<file path="src/rtl/multiples_fetch_sequencer_pkg.sv">
// Shared constants for the multiples fetch sequencer: word geometry, memory size
// and FSM state encodings.
package multiples_fetch_sequencer_pkg;

  localparam int unsigned NO_OF_ROW_BY_VECTOR_MODULES = 4;
  localparam int unsigned WORD_W                      = 32 * NO_OF_ROW_BY_VECTOR_MODULES;
  localparam int unsigned MEM_DEPTH                   = 100001;
  localparam int unsigned COUNT_W                     = 17;
  localparam int unsigned ADDR_W                      = 32;

  localparam logic [1:0] ST_IDLE  = 2'd0;
  localparam logic [1:0] ST_FETCH = 2'd1;
  localparam logic [1:0] ST_DRAIN = 2'd2;

endpackage

</file>
<file path="src/rtl/multiples_fetch_sequencer_if.sv">
// Downstream word stream (valid/ready) from the fetch sequencer to the
// row-by-vector array.
interface multiples_fetch_sequencer_if
  import multiples_fetch_sequencer_pkg::*;
#(
  parameter int unsigned word_w = WORD_W
) ();

  logic [word_w-1:0] out_data;
  logic              out_valid;
  logic              out_ready;

  modport master (output out_data, output out_valid, input out_ready);
  modport slave  (input out_data, input out_valid, output out_ready);

endinterface

</file>
<file path="src/rtl/multiples_skid_fifo.sv">
// Two-entry FIFO with a registered head; simultaneous push and pop are both
// honoured in every occupancy, including full.
module multiples_skid_fifo #(
  parameter int unsigned width = 128
) (
  input  logic             clk,
  input  logic             rst_n,
  input  logic             push,
  input  logic             pop,
  input  logic [width-1:0] din,
  output logic [width-1:0] dout,
  output logic             full,
  output logic             empty
);

  logic [width-1:0] head_q;
  logic [width-1:0] tail_q;
  logic [1:0]       cnt_q;
  logic [1:0]       cnt_nxt_c;

  assign cnt_nxt_c = cnt_q + 2'(push) - 2'(pop);
  assign dout      = head_q;

  // Head only changes on a pop or when a push lands in an empty buffer.
  always_ff @(posedge clk or negedge rst_n) begin
    if (!rst_n) begin
      head_q <= '0;
      tail_q <= '0;
      cnt_q  <= 2'd0;
      full   <= 1'b0;
      empty  <= 1'b1;
    end else begin
      cnt_q <= cnt_nxt_c;
      full  <= (cnt_nxt_c == 2'd2);
      empty <= (cnt_nxt_c == 2'd0);
      if (pop) begin
        if (cnt_q == 2'd2) begin
          head_q <= tail_q;
          if (push) tail_q <= din;
        end else if (push) begin
          head_q <= din;
        end
      end else if (push) begin
        if (cnt_q == 2'd0) head_q <= din;
        else               tail_q <= din;
      end
    end
  end

endmodule

</file>
<file path="src/rtl/multiples_fetch_sequencer.sv">
// Streams a contiguous run of multiples words from memory into the
// row-by-vector array through a two-entry buffer.
module multiples_fetch_sequencer
  import multiples_fetch_sequencer_pkg::*;
#(
  parameter int unsigned no_of_row_by_vector_modules = NO_OF_ROW_BY_VECTOR_MODULES,
  parameter int unsigned mem_depth                   = MEM_DEPTH,
  parameter int unsigned count_width                 = COUNT_W
) (
  input  logic                                      clk,
  input  logic                                      rst_n,
  input  logic                                      start,
  input  logic [ADDR_W-1:0]                         base_address,
  input  logic [count_width-1:0]                    word_count,
  output logic [ADDR_W-1:0]                         multiples_read_address,
  input  logic [32*no_of_row_by_vector_modules-1:0] multiples_output,
  multiples_fetch_sequencer_if.master               out_if,
  output logic                                      busy,
  output logic                                      done,
  output logic                                      range_error
);

  localparam int unsigned word_w = 32 * no_of_row_by_vector_modules;

  logic [1:0]             state_q;
  logic [1:0]             state_nxt;
  logic [ADDR_W-1:0]      addr_nxt;
  logic [count_width-1:0] rem_q;
  logic [count_width-1:0] rem_nxt;
  logic                   done_nxt;
  logic                   rerr_nxt;
  logic                   push_c;
  logic                   pop_c;
  logic                   fifo_full;
  logic                   fifo_empty;
  logic [ADDR_W:0]        end_addr_c;

  assign end_addr_c       = {1'b0, base_address} + (ADDR_W+1)'(word_count);
  assign pop_c            = !fifo_empty && out_if.out_ready;
  assign out_if.out_valid = !fifo_empty;

  always_ff @(posedge clk or negedge rst_n) begin
    if (!rst_n) begin
      state_q                <= ST_IDLE;
      multiples_read_address <= '0;
      rem_q                  <= '0;
      done                   <= 1'b0;
      range_error            <= 1'b0;
      busy                   <= 1'b0;
    end else begin
      state_q                <= state_nxt;
      multiples_read_address <= addr_nxt;
      rem_q                  <= rem_nxt;
      done                   <= done_nxt;
      range_error            <= rerr_nxt;
      busy                   <= (state_nxt != ST_IDLE);
    end
  end

  // A read is consumed whenever the buffer has room this cycle, counting a same-cycle pop.
  always_comb begin
    state_nxt = state_q;
    addr_nxt  = multiples_read_address;
    rem_nxt   = rem_q;
    done_nxt  = 1'b0;
    rerr_nxt  = 1'b0;
    push_c    = 1'b0;
    case (state_q)
      ST_IDLE: begin
        if (start) begin
          if (end_addr_c > (ADDR_W+1)'(mem_depth)) begin
            rerr_nxt = 1'b1;
          end else if (word_count == '0) begin
            done_nxt = 1'b1;
          end else begin
            addr_nxt  = base_address;
            rem_nxt   = word_count;
            state_nxt = ST_FETCH;
          end
        end
      end
      ST_FETCH: begin
        if (!fifo_full || pop_c) begin
          push_c   = 1'b1;
          addr_nxt = multiples_read_address + ADDR_W'(1);
          rem_nxt  = rem_q - count_width'(1);
          if (rem_q == count_width'(1)) state_nxt = ST_DRAIN;
        end
      end
      ST_DRAIN: begin
        // No pushes here, so a pop while not full empties the buffer.
        if (pop_c && !fifo_full) begin
          state_nxt = ST_IDLE;
          done_nxt  = 1'b1;
        end
      end
      default: state_nxt = ST_IDLE;
    endcase
  end

  multiples_skid_fifo #(
    .width (word_w)
  ) u_fifo (
    .clk   (clk),
    .rst_n (rst_n),
    .push  (push_c),
    .pop   (pop_c),
    .din   (multiples_output),
    .dout  (out_if.out_data),
    .full  (fifo_full),
    .empty (fifo_empty)
  );

endmodule
</file>
<file path="src/flat_wrapper.sv">
// flat-port wrapper written by rule: the top's interface ports become plain ports
module multiples_fetch_sequencer_flat import multiples_fetch_sequencer_pkg::*;
#(
  parameter int unsigned no_of_row_by_vector_modules = NO_OF_ROW_BY_VECTOR_MODULES,
  parameter int unsigned mem_depth                   = MEM_DEPTH,
  parameter int unsigned count_width                 = COUNT_W
)
  (clk, rst_n, start, base_address, word_count, multiples_read_address, multiples_output, busy, done, range_error, out_if_out_data, out_if_out_valid, out_if_out_ready);
  multiples_fetch_sequencer_if out_if_i ();
  input  logic clk;
  input  logic rst_n;
  input  logic start;
  input  logic [ADDR_W-1:0] base_address;
  input  logic [count_width-1:0] word_count;
  output logic [ADDR_W-1:0] multiples_read_address;
  input  logic [32*no_of_row_by_vector_modules-1:0] multiples_output;
  output logic busy;
  output logic done;
  output logic range_error;
  output wire logic [$bits(out_if_i.out_data)-1:0] out_if_out_data;
  output wire logic [$bits(out_if_i.out_valid)-1:0] out_if_out_valid;
  input wire logic [$bits(out_if_i.out_ready)-1:0] out_if_out_ready;
  assign out_if_out_data = out_if_i.out_data;
  assign out_if_out_valid = out_if_i.out_valid;
  assign out_if_i.out_ready = out_if_out_ready;
  multiples_fetch_sequencer #(.no_of_row_by_vector_modules(no_of_row_by_vector_modules), .mem_depth(mem_depth), .count_width(count_width)) u_core (.clk(clk), .rst_n(rst_n), .start(start), .base_address(base_address), .word_count(word_count), .multiples_read_address(multiples_read_address), .multiples_output(multiples_output), .out_if(out_if_i), .busy(busy), .done(done), .range_error(range_error));
endmodule
</file>
<file path="config.mk">
export PLATFORM = sky130hd
export DESIGN_NAME = multiples_fetch_sequencer_flat
export DESIGN_NICKNAME = d
export VERILOG_FILES = /design/src/rtl/multiples_fetch_sequencer_pkg.sv /design/src/rtl/multiples_fetch_sequencer_if.sv /design/src/rtl/multiples_skid_fifo.sv /design/src/rtl/multiples_fetch_sequencer.sv /design/src/flat_wrapper.sv
export SDC_FILE = /design/constraint.sdc
export NUM_CORES = 1
export LEC_CHECK = 0
export CORE_ASPECT_RATIO = 1.75
export CORE_MARGIN = 2
export CORE_UTILIZATION = 45
export DETAILED_ROUTE_END_ITERATION = 7
export GPL_ROUTABILITY_DRIVEN = 0
export PLACE_DENSITY = 0.71
export SETUP_SLACK_MARGIN = 0.3
export SYNTH_ARGS = -nofsm -noshare
export SYNTH_HDL_FRONTEND = slang
export SYNTH_HIERARCHICAL = 1
export SYNTH_SLANG_ARGS = --single-unit
</file>
<file path="constraint.sdc">
create_clock -name clk -period 6.4 [get_ports clk]
set_input_delay 0.64 -clock clk [delete_from_list [all_inputs] [get_ports clk]]
set_output_delay 0.64 -clock clk [all_outputs]
set_load 0.02 [all_outputs]
</file>
==> flow_metrics.tcl <==
set metrics [dict create \
    outcome "finished clean" \
    worstRegToRegCells 7 \
    dieArea_mm2 0.0395 \
    drt_wl_total_um 53400 \
    ioPinCount 345 \
    vias 14426 \
    fill_cells 3253 \
    die_h_um 261 \
    worstSkewPairLatency_ns 0.58 \
    vdd_drop_max_mv 0.328 \
    synth-edff-count 0 \
    coreArea_mm2 0.0375 \
    grt_overflow_total 0 \
    hold_class "reg -> reg" \
    antenna_found_initial 4 \
    clockRootBuffer "clkbuf_16" \
    worst_slack_ns 1.50 \
    clockPowerShare 0.246 \
    crit_fanout 26 \
    clock.fmax_ghz 0.204 \
    max-slew-margin-rel 0.283 \
    final_cell_area_mm2 0.0217 \
    portBuffers 344 \
    arrival_ns 5.37 \
    drc 0 \
    via_per_inst 5.99 \
    rows 94 \
    async_flop_share 1.00 \
    whs_path_depth 1 \
    grt_pass1_vias 14982 \
    grt_pass1_wl_um 82400 \
    nets 2109 \
    cts_htree_levels 1 \
    dieWidth_um 151 \
    cp_cell_sequence "clkdlybuf4s50_1 -> ha_1 -> inv_1 -> fa_1 -> nand2b_1 -> a21oi_2 -> o2111ai_2 -> a21o_1 -> o21ai_1 -> a21boi_1 -> o2111ai_1 -> or4_4 -> or2_1 -> buf_4 -> a221oi_2 -> nor2_1" \
    drive_gt1_frac 0.117 \
    cts_sinks 314 \
    cap_viol_max_count 0 \
    yosysTopAreaCell "dfrtp_1" \
    slowest_stage "or2_1" \
    pwr-share-seq 0.357 \
    powerDensity_mw_per_mm2 354 \
    drv_slew 0 \
    p_int_w 0.00488 \
    clock_path_buffers 3 \
    cts_tree "built" \
    placed_cell_area_mm2 0.0206 \
    cpPeakStageDelay_ns 0.63 \
    ys_ff_latch 314 \
    ys_seq_area_frac 0.461 \
    area_growth_pct 27.2 \
    start_util 0.454 \
    syn_nets 1845 \
    setup_viol 0 \
    p_sw_frac 0.364 \
    dr.pass1.iters 5 \
    rsz0062_at_grt "false" \
    syn-instance-count 1641 \
    wl_per_cell_um 22.2 \
    finalClockSkew_ns 0.0347 \
    grt_max_degree 175 \
    cts_setup_buffers 0 \
    yosys_warnings 6 \
    crit_required_ns 6.87 \
    start_kind "input pin" \
    dpl.hpwl_um 34800 \
    switchingPower_w 0.00279 \
    cp-end-kind "flop" \
    final_cells 2408 \
    dp_slack_ns 1.02 \
    antennaDiodeCount 0 \
    ys_types 77 \
    place_inst 2351 \
    grt_use_total 0.264 \
    syn_area_mm2 0.0170 \
    p_leak_nw 9.49 \
    synthTopCellsByArea "dfrtp_1 (46%), mux2_2 (8.5%), o211a_1 (7.5%), nand3b_1 (5.7%), o21ai_0 (4.9%)" \
    cts_made_buffers 31 \
    finalHoldViolCount 0 \
    finalCriticalPeriod_ns 4.90 \
    tns_ns 0 \
    tightest_slew_ns 1.08 \
    drt_iter0_markers 718 \
    synth_top_area_share 0.460 \
    fin_crit_sh 0.765 \
    synth_top_flop_cell "dfrtp_1" \
    crit_type "in -> reg" \
    clkTransAtPathRegs_ns 0.06 \
    postRouteAntennaNets 0 \
    combPwrFrac 0.396 \
    avgSynthCellArea_um2 10.4 \
]
-- logic make-up after synthesis --
group           share of synthesized area
xor+xnor                           0.0149
flops                               0.461
fa+ha+maj                          0.0173
simple gates                        0.178
buf+inv                            0.0437
mux                                0.0871
compound gates                      0.197
-- per-stage QoR --
step | hold WS [ns] | power, W | util
finish | 0.495 | 0.00767 | 0.577
global route | 0.507 | 0.00801 | 0.577
detailed placement | 0.484 | 0.00581 | 0.549
global placement | 0.477 | 0.00577 | 0.549
floorplan | 0.344 | 0.00428 | -
CTS | 0.498 | 0.00774 | 0.577
-- routing by layer --
layer	vias up	track usage	part of all wire
met5	-	0	0.00099
met4	8	0.124	0.049
met3	138	0.0676	0.077
met2	527	0.463	0.51
met1	7224	0.299	0.36
li1	6529	-	-
-- critical path: cells and delay by family --
family / cells / cell delay (ns)
AO/OA/AOI/OAI: 7 / 1.76
AND/OR/NAND/NOR: 4 / 1.38
buffers and inverters: 3 / 0.96
adder cells (fa/ha/maj): 2 / 0.58
-- repair_timing --
action,in CTS,in global routing
hold endpoints to repair,10,0
hold buffers,1,0
gates resized for setup,0,0
-- registers in the layout (all words and copies together), names as in the netlist --
signal and count:
u_core/u_fifo/dout 128, u_core/busy 1, u_core/u_fifo/full 1, u_core/multiples_read_address 32, u_core/done 1, u_core/range_error 1, u_core/u_fifo/cnt_q 2, u_core/rem_q 17
u_core/u_fifo/tail_q 128, u_core/state_q 2, u_core/u_fifo/empty 1
-- power by group through the flow --
stage | Sequential [W] | Combinational [W] | Clock, W
3_5_place_dp | 0.00277 | 0.00304 | 0
5_1_grt | 0.00278 | 0.00322 | 0.00202
4_1_cts | 0.00274 | 0.00305 | 0.00195
3_3_place_gp | 0.00276 | 0.00301 | 0
6_report | 0.00274 | 0.00304 | 0.00189
2_1_floorplan | 0.00319 | 0.00109 | 0
-- synthesized netlist by cell type, drive strengths merged (22+ instances only) --
cell    instances
o21ai         179
clkbuf         91
nor2b         133
ha             22
o211a         128
mux2          129
buf            42
nand3          31
nand2          82
a21oi          65
dfrtp         313
nor2           58
nand3b        130
o22ai          26
-- cell usage in the layout, fill, tap and decap left out, types with 7 or more instances in the layout --
master / n
a31oi_1: 7
ha_1: 22
clkbuf_16: 31
nor2_1: 56
clkbuf_1: 8
nand3b_1: 130
o22ai_1: 26
nand3_1: 31
mux2_2: 129
nand2_1: 82
o21ai_0: 167
inv_1: 17
nand2b_1: 7
nand4_1: 17
nor2b_1: 131
o211a_1: 128
xor2_1: 10
o211ai_1: 8
and3_1: 19
o21ai_1: 9
xnor2_1: 19
nor3_1: 11
dfrtp_1: 313
clkdlybuf4s50_1: 343
a21oi_1: 62
buf_4: 17
-- area by class of cell --
cell class	instances	area (um2)	share of cell area
clock inverter	13	179	0.00826
tap	480	601	0.0277
inverter	19	75.1	0.00347
timing repair buffer	364	3630	0.167
sequential	314	7860	0.363
clock buffer	43	861	0.0397
multi-input combinational	1175	8460	0.391
-- worst paths after layout --
check / startpoint / endpoint / slack, ns
setup / recovery: word_count[0] / u_core/multiples_read_address[2] / 1.50
hold / removal: u_core/u_fifo/tail_q[29] / u_core/u_fifo/tail_q[29] / 0.50
setup reg to reg: u_core/u_fifo/empty / u_core/u_fifo/tail_q[38] / 2.54
hold reg to reg: u_core/u_fifo/tail_q[29] / u_core/u_fifo/tail_q[29] / 0.50
max in group asynchronous: rst_n / u_core/u_fifo/dout[97] / 4.34
min in group asynchronous: rst_n / u_core/multiples_read_address[26] / 0.59
No activity file was read; power rests on OpenSTA's default activity.
